[src/rtl/accum_sequencer.sv]
`default_nettype none
// ============================================================================
// Module   : accum_sequencer
// Brief    : Command sequencer that drives add/increment strobes into a W-bit
//            accumulator, repeating a single-cycle op up to 2^CW-1 times.
// Revision : 1.0 - initial release
// ============================================================================
module accum_sequencer #(
    parameter int W  = 4,
    parameter int CW = 4
) (
    input  logic          clk,
    input  logic          rst,
    input  logic          cmd_valid,
    output logic          cmd_ready,
    input  logic [1:0]    cmd_op,
    input  logic [W-1:0]  cmd_val,
    input  logic [CW-1:0] cmd_cnt,
    input  logic          stall,
    output logic          s1,
    output logic          s2,
    output logic [W-1:0]  r2,
    output logic          busy,
    output logic          done
);

    localparam logic [CW-1:0] c_ZERO = '0;
    localparam logic [CW-1:0] c_ONE  = {{(CW-1){1'b0}}, 1'b1};

    typedef enum logic [1:0] {
        ST_IDLE = 2'd0,
        ST_RUN  = 2'd1,
        ST_DONE = 2'd2
    } state_t;

    state_t        r_state;
    state_t        w_state_nxt;
    logic [CW-1:0] r_rem;
    logic [CW-1:0] w_rem_nxt;
    logic [1:0]    r_op;
    logic [W-1:0]  r_val;

    logic          w_accept;
    logic          w_issue;
    logic [CW-1:0] w_accept_cnt;

    assign w_accept     = (r_state == ST_IDLE) && cmd_valid;
    // Strobes are gated by rst directly so a reset mid-run silences them
    // in the same cycle rather than one edge later.
    assign w_issue      = (r_state == ST_RUN) && !stall && !rst;
    // Single ops (op[1]=0) always run once; repeated ops take the count.
    assign w_accept_cnt = cmd_op[1] ? cmd_cnt : c_ONE;

    always_comb begin
        w_state_nxt = r_state;
        w_rem_nxt   = r_rem;
        case (r_state)
            ST_IDLE: begin
                if (w_accept) begin
                    w_rem_nxt   = w_accept_cnt;
                    w_state_nxt = (w_accept_cnt != c_ZERO) ? ST_RUN : ST_DONE;
                end
            end
            ST_RUN: begin
                if (w_issue) begin
                    w_rem_nxt = r_rem - c_ONE;
                    if (r_rem == c_ONE) begin
                        w_state_nxt = ST_DONE;
                    end
                end
            end
            ST_DONE: begin
                w_state_nxt = ST_IDLE;
            end
            default: begin
                w_state_nxt = ST_IDLE;
                w_rem_nxt   = c_ZERO;
            end
        endcase
    end

    always_ff @(posedge clk) begin
        if (rst) begin
            r_state <= ST_IDLE;
            r_rem   <= c_ZERO;
            r_op    <= 2'b00;
            r_val   <= '0;
        end else begin
            r_state <= w_state_nxt;
            r_rem   <= w_rem_nxt;
            if (w_accept) begin
                r_op  <= cmd_op;
                r_val <= cmd_val;
            end
        end
    end

    assign cmd_ready = (r_state == ST_IDLE);
    assign busy      = (r_state == ST_RUN) || (r_state == ST_DONE);
    assign done      = (r_state == ST_DONE);
    assign s1        = w_issue &  r_op[0];
    assign s2        = w_issue & ~r_op[0];
    assign r2        = (r_state != ST_IDLE) ? r_val : '0;

endmodule
`default_nettype wire
[config.mk]
export PLATFORM = sky130hd
export DESIGN_NAME = accum_sequencer
export DESIGN_NICKNAME = d
export VERILOG_FILES = /design/src/rtl/accum_sequencer.sv
export SDC_FILE = /design/constraint.sdc
export NUM_CORES = 1
export LEC_CHECK = 0
export CAP_MARGIN = 20
export CORE_MARGIN = 4
export CORE_UTILIZATION = 46
export DETAILED_ROUTE_END_ITERATION = 10
export HOLD_SLACK_MARGIN = 0.15
export PLACE_DENSITY = 0.93
export RECOVER_POWER = 50
export SLEW_MARGIN = 20
export SYNTH_ARGS = -nofsm -noshare
export SYNTH_HDL_FRONTEND = slang
export SYNTH_SLANG_ARGS = --single-unit
export TNS_END_PERCENT = 5
[constraint.sdc]
create_clock -name clk -period 2.85 [get_ports clk]
set_input_delay 0.57 -clock clk [delete_from_list [all_inputs] [get_ports clk]]
set_output_delay 0.57 -clock clk [all_outputs]
set_load 0.05 [all_outputs]
==> impl_metrics.csv <==
group,metric,value,unit
route,routed_wirelength,1660,um
route,wl_per_cell,14.1,um
clock_tree,clock_latency,280,ps
timing,worst_pin_slew,551,ps
floorplanning,fp.dieH,46.1,um
global_routing,top_usage_layer,"met2",
timing,tns,0,ps
synth,avgSynthCellArea,8.46,sq um
cells_and_area,fillCellCount,111,
global_routing,grt_pass1_wl,2780,um
global_routing,met2_usage,29.4,%
place,place_hpwl,1290,um
cells_and_area,fin_nets,123,
clock_tree,cts_resized,0,
power_and_ir_drop,powerDensity,1010,mW/mm^2
clock_tree,clk_pin_slew_worst_paths,80,ps
timing,setup_viol,0,
timing,grt_setup_unrepaired,"false",
timing,finalHoldViolations,0,
hold_path,holdCritStartpoint,"r_val[2]$_SDFFE_PP0P_",
floorplanning,io_pins,23,
route,ant_nets,0,
route,first_iter_violations,31,
timing,finalMaxSlewViolations,0,
timing,relSlewSlack,63.3,%
synth,ys_ff_latch,11,
worst_setup_path,r2r_start,"r_state[0]$_SDFFE_PP0P_",
floorplanning,die_x,46.1,um
synth,synth_nets,98,
power_and_ir_drop,peakVddDrop,0.000944,V
timing,finalCriticalPeriod,2680,ps
power_and_ir_drop,cellLeakagePower,0.380,nW
worst_setup_path,crit_path_end_kind,"primary output",
worst_setup_path,cp.arrival,2110,ps
timing,max_freq,373,MHz
floorplanning,num_rows,13,
global_routing,grt.met1_usage,22.6,%
global_routing,grt_util_all_layers,18.2,%
place,place_area,928,sq um
floorplanning,die-area,0.00213,sq mm
place,gp_congestion,0.838,
synth,netlist_area,668,sq um
cells_and_area,drive_above_1_share,7.77,%
worst_setup_path,crit_path_start_kind,"flip-flop",
synth,synthCells,79,
cells_and_area,area_delta_synth_final,41.9,%
hold_path,hp-class,"reg2reg",
route,vias_per_cell,5.69,
clock_tree,cts.sinks,11,
floorplanning,initial_core_util,50.1,%
flow_run,maxCapViolCount,0,
clock_tree,clock_tree.buffer_depth,2,
clock_tree,cts_tree,"yes",
global_routing,antenna_found_initial,0,
global_routing,grt_pass1_vias,649,
clock_tree,numCtsBuffers,3,
global_routing,grtUsageMet3,5.86,%
clock_tree,clock_tree.root_cell,"clkbuf_4",
clock_tree,htreeDepth,1,
worst_setup_path,worstSetupPathType,"reg2out",
status,status,"finished clean",
worst_setup_path,required,2280,ps
global_routing,grt_max_degree,18,
floorplanning,design.core.area,0.00133,sq mm
global_routing,grt_overflow,0,
clock_tree,holdBufCountCts,0,
timing,finalCritPeriodShare,94.0,%
route,num_vias,672,
clock_tree,post-cts-setup-buffer-count,0,
route,drc,0,
timing,skew,9.19,ps
route,drt_first_pass_iters,4,
cells_and_area,n_antenna_cell,0,
synth,synth_cell_types,30,
worst_setup_path,critPathLaunch,"r_state[0]$_SDFFE_PP0P_",
synth,yosysSeqAreaShare,33.0,%
worst_setup_path,cp_max_fo,17,
place,port_buffers,22,
cells_and_area,stdcell_area,948,sq um
synth,yosys_warnings,0,
==> path summary, 6_finish.rpt <==
path,end,slack [ps],cells past startpoint
hold / removal,r_val[2]$_SDFFE_PP0P_,460,2
setup / recovery,cmd_ready,170,3
setup reg to reg,r_rem[1]$_SDFFE_PP0P_,760,5
hold reg to reg,r_val[2]$_SDFFE_PP0P_,460,2
==> cells in the mapped netlist (all sizes together) <==
cell type / n / share of area (%)
a32oi: 1 / 1.3
dfxtp: 11 / 33
a21oi: 6 / 4.5
and3b: 1 / 1.3
a311oi: 1 / 1.3
a211oi: 1 / 1.1
and3: 1 / 0.94
inv: 8 / 4.5
a2111oi: 1 / 1.3
a211o: 2 / 2.6
o32ai: 2 / 2.6
a31oi: 1 / 0.94
nor2b: 7 / 6.9
nand3: 5 / 3.7
or3b: 1 / 1.3
or3: 1 / 1.7
nor4b: 1 / 1.3
o311a: 2 / 3.0
o31ai: 2 / 2.2
nor3: 1 / 0.75
clkbuf: 2 / 1.1
mux2i: 1 / 1.5
buf: 1 / 0.75
nor4: 2 / 1.9
nand2: 9 / 5.1
ha: 5 / 9.4
o31a: 1 / 1.3
o21a: 1 / 1.1
nor4bb: 1 / 1.5
==> per-layer routing <==
metal / up-vias / part of all wire, %
met5: - / 0
met4: 0 / 1.6
met3: 5 / 6.2
met2: 18 / 47
met1: 308 / 45
li1: 341 / -
==> through the flow <==
step / cells / setup slack, ps / util (%) / total power [mW] / hold slack (ps)
after floorplan: 79 / -33.9 / - / 0.704 / 432
after global placement: 114 / 542 / 69.6 / 0.846 / 438
after detailed placement: 114 / 457 / 69.6 / 0.863 / 451
after CTS: 118 / 161 / 71.7 / 0.970 / 460
after global routing: 118 / 42.0 / 71.1 / 1.04 / 474
final: 118 / 171 / 71.1 / 0.959 / 459
==> cell usage in the layout (no fill, tap or decap), drive strengths merged, types with 3 or more instances in the layout <==
cell type,count
clkbuf,3
a21oi,6
clkdlybuf4s50,20
nor2b,7
buf,3
inv,8
ha,5
nand3,5
dfxtp,11
nand2,9
==> report_power, final <==
group          internal, mW  total, mW  switching (mW)  leakage, nW
Clock                0.0521      0.108          0.0559       0.0177
Combinational         0.242      0.613           0.371        0.272
Sequential            0.202      0.238          0.0359       0.0905
Total                 0.497      0.959           0.462        0.380
==> logic make-up after synthesis <==
group	count (synthesis)	share of synthesized area (%)
flops	11	33.0
compound gates	21	23.4
fa+ha+maj	5	9.36
simple gates	30	26.4
mux	1	1.50
buf+inv	11	6.37
==> state kept, by name (all words and copies together), names as in the netlist <==
name	cells
r_val	4
r_op	1
r_state	2
r_rem	4
==> final cells by class <==
class	instances	area [sq um]	share of cell area, %
multi-input combinational	57	404	42.6
timing repair buffer	23	248	26.1
sequential	11	220	23.2
inverter	8	30.0	3.17
clock buffer	3	22.5	2.37
tap	15	18.8	1.98
clock inverter	1	5.00	0.528
==> worst max-delay path: stages, from the launching register on <==
cell and delay, ps:
dfxtp_1 330, inv_1 90, ha_1 510, clkdlybuf4s50_1 910
No activity file was read; power rests on OpenSTA's default activity.
